File: config.mk
export PLATFORM = sky130hd
export DESIGN_NAME = circ_queue_flat
export DESIGN_NICKNAME = d
export VERILOG_FILES = /design/src/rtl/circ_queue_if.sv /design/src/rtl/circ_queue.sv /design/src/flat_wrapper.sv
export SDC_FILE = /design/constraint.sdc
export NUM_CORES = 1
export LEC_CHECK = 0
export CAP_MARGIN = 20
export CORE_AREA = 2 2 161 148
export DETAILED_ROUTE_END_ITERATION = 10
export DIE_AREA = 0 0 163 150
export PLACE_DENSITY = 0.48
export SLEW_MARGIN = 20
export SYNTH_ARGS = -nofsm -noshare
export SYNTH_HDL_FRONTEND = slang
export SYNTH_SLANG_ARGS = --single-unit
File: constraint.sdc
create_clock -name clk -period 5 [get_ports clk]
set_input_delay 1 -clock clk [delete_from_list [all_inputs] [get_ports clk]]
set_output_delay 1 -clock clk [all_outputs]
set_load 0.03 [all_outputs]
File: src/rtl/circ_queue_if.sv
// rtl/circ_queue_if.sv - push/pop handshake and status bundle for circ_queue (almost flags with CIRC_QUEUE_ALMOST_EN)
interface circ_queue_if #(
    parameter int DEPTH = 16,
    parameter int DW    = 8
);
    localparam int AW = $clog2(DEPTH);

    logic             push;
    logic [DW-1:0]    push_data;
    logic             pop;
    logic [DW-1:0]    pop_data;
    logic [AW:0]      size;
    logic [AW-1:0]    front;
    logic [DEPTH-1:0] valid;
    logic             full;
    logic             empty;
    logic             ovf;
    logic             udf;
`ifdef CIRC_QUEUE_ALMOST_EN
    logic             almost_full;
    logic             almost_empty;
`endif

`ifdef CIRC_QUEUE_ALMOST_EN
    modport master (
        output push, push_data, pop,
        input  pop_data, size, front, valid, full, empty, ovf, udf,
        input  almost_full, almost_empty
    );

    modport slave (
        input  push, push_data, pop,
        output pop_data, size, front, valid, full, empty, ovf, udf,
        output almost_full, almost_empty
    );
`else
    modport master (
        output push, push_data, pop,
        input  pop_data, size, front, valid, full, empty, ovf, udf
    );

    modport slave (
        input  push, push_data, pop,
        output pop_data, size, front, valid, full, empty, ovf, udf
    );
`endif
endinterface

File: src/rtl/circ_queue.sv
// rtl/circ_queue.sv - DEPTH-slot circular data queue with occupancy bitmap; optional almost flags via CIRC_QUEUE_ALMOST_EN
module circ_queue #(
    parameter int DEPTH    = 16,
    parameter int DW       = 8,
    parameter int AF_LEVEL = 14,
    parameter int AE_LEVEL = 2
) (
    input  logic       clk,
    input  logic       rst,
    circ_queue_if.slave q
);
    localparam int AW = $clog2(DEPTH);

    // Ring pointers only work with wrapping AW-bit arithmetic, so DEPTH must be 2^AW.
    if (DEPTH < 2 || (DEPTH & (DEPTH - 1)) != 0) begin : g_bad_depth
        $error("circ_queue: DEPTH must be a power of two >= 2");
    end
    if (AF_LEVEL > DEPTH || AE_LEVEL > DEPTH || AF_LEVEL < 0 || AE_LEVEL < 0) begin : g_bad_levels
        $error("circ_queue: AF_LEVEL/AE_LEVEL must lie in 0..DEPTH");
    end

    logic [DW-1:0] mem_q [DEPTH];

    logic [AW:0]   size_q,  size_d;
    logic [AW-1:0] front_q, front_d;
    logic          ovf_q,   ovf_d;
    logic          udf_q,   udf_d;

    logic          pop_ok;
    logic          push_ok;
    logic [AW-1:0] tail;
    logic          wr_en;
    logic [AW-1:0] wr_addr;
    logic [DW-1:0] wr_data;
    logic          is_full;
    logic          is_empty;
    logic [DEPTH-1:0] valid_map;

    // Status derived purely from the registered occupancy.
    always_comb begin
        is_full  = (size_q == (AW+1)'(DEPTH));
        is_empty = (size_q == '0);
        tail     = front_q + size_q[AW-1:0];
    end

    // Accept/reject decisions and next-state for pointers, count and pulses.
    always_comb begin
        pop_ok  = q.pop && !is_empty;
        // A full queue can still take a push when the head leaves in the same cycle.
        push_ok = q.push && (!is_full || pop_ok);

        front_d = front_q;
        size_d  = size_q;
        if (pop_ok) begin
            front_d = front_q + AW'(1);
        end
        if (push_ok && !pop_ok) begin
            size_d = size_q + (AW+1)'(1);
        end else if (!push_ok && pop_ok) begin
            size_d = size_q - (AW+1)'(1);
        end

        ovf_d   = q.push && !push_ok;
        udf_d   = q.pop  && !pop_ok;

        wr_en   = push_ok;
        wr_addr = tail;
        wr_data = q.push_data;
    end

    // Control state; reset empties the queue immediately.
    always_ff @(posedge clk or posedge rst) begin
        if (rst) begin
            size_q  <= '0;
            front_q <= '0;
            ovf_q   <= 1'b0;
            udf_q   <= 1'b0;
        end else begin
            size_q  <= size_d;
            front_q <= front_d;
            ovf_q   <= ovf_d;
            udf_q   <= udf_d;
        end
    end

    // Entry storage; contents are meaningless until covered by size, so no reset.
    always_ff @(posedge clk) begin
        if (wr_en) begin
            mem_q[wr_addr] <= wr_data;
        end
    end

    // Slot i is occupied when its distance from the head is below the count.
    always_comb begin
        logic [AW-1:0] offs;
        valid_map = '0;
        for (int i = 0; i < DEPTH; i++) begin
            offs         = AW'(i) - front_q;
            valid_map[i] = ({1'b0, offs} < size_q);
        end
    end

    assign q.pop_data = is_empty ? '0 : mem_q[front_q];
    assign q.size     = size_q;
    assign q.front    = front_q;
    assign q.valid    = valid_map;
    assign q.full     = is_full;
    assign q.empty    = is_empty;
    assign q.ovf      = ovf_q;
    assign q.udf      = udf_q;

`ifdef CIRC_QUEUE_ALMOST_EN
    assign q.almost_full  = (size_q >= (AW+1)'(AF_LEVEL));
    assign q.almost_empty = (size_q <= (AW+1)'(AE_LEVEL));
`endif

endmodule

File: src/flat_wrapper.sv
// flat-port wrapper written by rule: the top's interface ports become plain ports
module circ_queue_flat 
#(
    parameter int DEPTH    = 16,
    parameter int DW       = 8,
    parameter int AF_LEVEL = 14,
    parameter int AE_LEVEL = 2
)
  (clk, rst, q_push, q_push_data, q_pop, q_pop_data, q_size, q_front, q_valid, q_full, q_empty, q_ovf, q_udf);
  circ_queue_if #(.DEPTH(DEPTH), .DW(DW)) q_i ();
  input  logic clk;
  input  logic rst;
  input wire logic [$bits(q_i.push)-1:0] q_push;
  input wire logic [$bits(q_i.push_data)-1:0] q_push_data;
  input wire logic [$bits(q_i.pop)-1:0] q_pop;
  output wire logic [$bits(q_i.pop_data)-1:0] q_pop_data;
  output wire logic [$bits(q_i.size)-1:0] q_size;
  output wire logic [$bits(q_i.front)-1:0] q_front;
  output wire logic [$bits(q_i.valid)-1:0] q_valid;
  output wire logic [$bits(q_i.full)-1:0] q_full;
  output wire logic [$bits(q_i.empty)-1:0] q_empty;
  output wire logic [$bits(q_i.ovf)-1:0] q_ovf;
  output wire logic [$bits(q_i.udf)-1:0] q_udf;
  assign q_i.push = q_push;
  assign q_i.push_data = q_push_data;
  assign q_i.pop = q_pop;
  assign q_pop_data = q_i.pop_data;
  assign q_size = q_i.size;
  assign q_front = q_i.front;
  assign q_valid = q_i.valid;
  assign q_full = q_i.full;
  assign q_empty = q_i.empty;
  assign q_ovf = q_i.ovf;
  assign q_udf = q_i.udf;
  circ_queue #(.DEPTH(DEPTH), .DW(DW), .AF_LEVEL(AF_LEVEL), .AE_LEVEL(AE_LEVEL)) u_core (.clk(clk), .rst(rst), .q(q_i));
endmodule
==> out/qor.txt <==
Syn Area/Cell -> 16.2 um^2
status -> finished, final reports clean
Die Wd -> 163 um
Core Footprint -> 0.0229 mm^2
clk slew on worst S/H paths -> 0.06 ns
fin nets -> 532
maximum capacitance violations -> 0
top_reg_cell synth -> edfxtp_1
Setup crit start -> u_core.q.front[0]$_DFFE_PP0P_
Slew @ Worst Pin -> 1.02 ns
Hold Buf Count CTS -> 0
H-tree level count -> 4
clk sinks -> 139
Max Fclk -> 233 MHz
clk_lat worst skew -> 0.41 ns
routed len/inst -> 19.1 um
initial antenna violation count -> 1
Die Y -> 150 um
crit path kind -> flip-flop to output port
filler cell count -> 2181
Residual DRC -> 0
setup bufs post-CTS -> 0
WHS -> 0.601 ns
IO Count -> 49
critical path arrival -> 3.30 ns
final antenna-violating net count -> 0
Core Rows -> 53
Port Buf Inserts -> 48
area of the mapped netlist -> 0.00673 mm^2
Critical Path Sink -> q_valid[14]
Synth Instances -> 416
CP required -> 4.00 ns
r2r startpoint -> u_core.q.size[1]$_DFFE_PP0P_
Min-Delay Path Class -> flip-flop to flip-flop
Tmin final -> 4.30 ns
total grt overflow -> 0
Synth Register Bits -> 139
count of final setup violators -> 0
Yosys warnings -> 0
Worst Setup End Kind -> output port
Final Hold Fails -> 0
Post-Syn Nets -> 473
All-Layer GR Usage -> 12.8%
R2R Setup Slk -> 1.24 ns
clock buffer count from CTS -> 17
full die area -> 0.0245 mm^2
PostCTS Resize Cnt -> 0
Worst setup SP type -> flip-flop
worst-path fanout max -> 13
via count -> 3749
Critical R2R Capture -> u_core.q.size[4]$_DFFE_PP0P_
placed wire-length estimate -> 9920 um
max_slew headroom -> 31.7%
via density per instance -> 4.75
RSZ-0062 raised after global routing -> false
TritonCTS clock tree -> done
final period utilization -> 86.0%
1st-iter DRT viols -> 199
drt total wl -> 15100 um
first-pass GRT wire length -> 22900 um
P&R area growth vs syn -> 21.0%
vias in the first global route -> 3853
setup TNS -> 0 ns
number of flops mapped to enable cells by yosys -> 128
clk buf depth -> 2
GPL Wtd Cong -> 0.741
largest net degree at the start of global routing -> 38
number of detailed-route iterations in the first pass -> 4
Synth cell types -> 39
share of layout cells above drive strength 1 -> 16.2%
clk root buf -> clkbuf_16
# diodes -> 0
Starting Density -> 29.4%
max-slew violations -> 0
clock skew -> 0.00945 ns
R2R depth -> 11
sequential share of the synthesized area -> 61.2%
Synth async-reset ratio -> 7.91%
[critical path, cell delays in order (launching register included)]
cell	delay [ns]
dfrtp_1	0.38
inv_1	0.48
ha_1	0.36
inv_1	0.11
ha_1	0.23
nor2b_1	0.14
o21ai_0	0.22
a21boi_0	0.12
o21bai_1	0.16
clkdlybuf4s50_1	0.69
[cells by family (layout without fill, tap and decap cells)]
kind of cell,Yosys count,count (layout),share of synthesized area [%]
simple gates,44,44,3.27
buf+inv,47,119,3.51
compound gates,71,71,6.78
mux,53,53,14.4
fa+ha+maj,45,45,8.59
flops,139,139,61.2
xor+xnor,17,17,2.21
[through the flow]
stage	cells	util (%)	cell area, um^2	setup slack, ns
after floorplan	416	-	6730	1.20
after global placement	758	33.0	7560	1.03
after detailed placement	758	33.0	7560	0.890
after CTS	790	35.6	8140	0.651
after global routing	790	35.6	8140	0.449
final	790	35.6	8140	0.701
[cells in the mapped netlist (all sizes together) (5+ instances only)]
master / number / area share (%)
nor4: 6 / 0.56
xnor2: 13 / 1.7
ha: 43 / 8.0
o21bai: 17 / 1.9
mux2i: 12 / 1.8
nand2: 5 / 0.28
nor2b: 7 / 0.65
a21oi: 15 / 1.1
buf: 13 / 1.6
edfxtp: 128 / 57
mux4: 32 / 11
inv: 31 / 1.7
nor2: 16 / 0.89
a21boi: 10 / 1.1
o21ai: 19 / 1.5
dfrtp: 11 / 4.1
mux2: 9 / 1.5
[worst min-delay path by stage]
stage	cells after the start	slack, ns	start	to
floorplan	2	0.70	u_core.q.size[3]$_DFFE_PP0P_	u_core.q.size[3]$_DFFE_PP0P_
global placement	1	0.57	u_core.q.front[2]$_DFFE_PP0P_	u_core.q.front[2]$_DFFE_PP0P_
detailed placement	1	0.59	u_core.q.front[2]$_DFFE_PP0P_	u_core.q.front[2]$_DFFE_PP0P_
CTS	1	0.60	u_core.q.front[2]$_DFFE_PP0P_	u_core.q.front[2]$_DFFE_PP0P_
global route	1	0.64	u_core.q.front[2]$_DFFE_PP0P_	u_core.q.front[2]$_DFFE_PP0P_
finish	1	0.60	u_core.q.front[2]$_DFFE_PP0P_	u_core.q.front[2]$_DFFE_PP0P_
[final cells by class]
type                       instances  area (um^2)  area share (%)
sequential                       139         4120            50.6
clock inverter                    15          163            2.00
tap                              302          378            4.64
timing repair buffer              56          541            6.64
clock buffer                      17          425            5.22
multi-input combinational        230         2400            29.5
inverter                          31          116            1.43
[cell usage in the layout, fill, tap and decap left out, types with 3 or more instances in the layout]
cell / instances
nor2_1: 16
dfrtp_1: 10
a21o_1: 4
edfxtp_1: 128
xor2_1: 4
nand2_1: 5
inv_1: 30
o21bai_1: 17
mux2i_1: 12
xnor2_1: 13
buf_4: 8
inv_6: 4
mux4_2: 24
nor4_2: 4
nor2b_1: 7
o21ai_1: 3
clkbuf_16: 17
ha_1: 43
clkdlybuf4s50_1: 48
a21oi_1: 15
o21ai_0: 15
mux2_2: 9
a21boi_0: 10
mux4_1: 8
[routing by layer]
| layer | global-route usage (%) | vias up | wire length (um) |
|---|---|---|---|
| met1 | 16.7 | 1910 | 7050 |
| met3 | 3.80 | 15 | 688 |
| li1 | - | 1727 | - |
| met2 | 21.0 | 95 | 7170 |
| met5 | 0 | - | 11 |
| met4 | 3.41 | 2 | 164 |
[flip-flops by register name, indices dropped and copies added (netlist names)]
register,cells
u_core.mem_q,128
u_core.q.ovf,1
u_core.q.size,5
u_core.q.front,4
u_core.q.udf,1
Power is not shown: default switching activity piles up to over one toggle a cycle in this logic, so the estimate is an artifact.
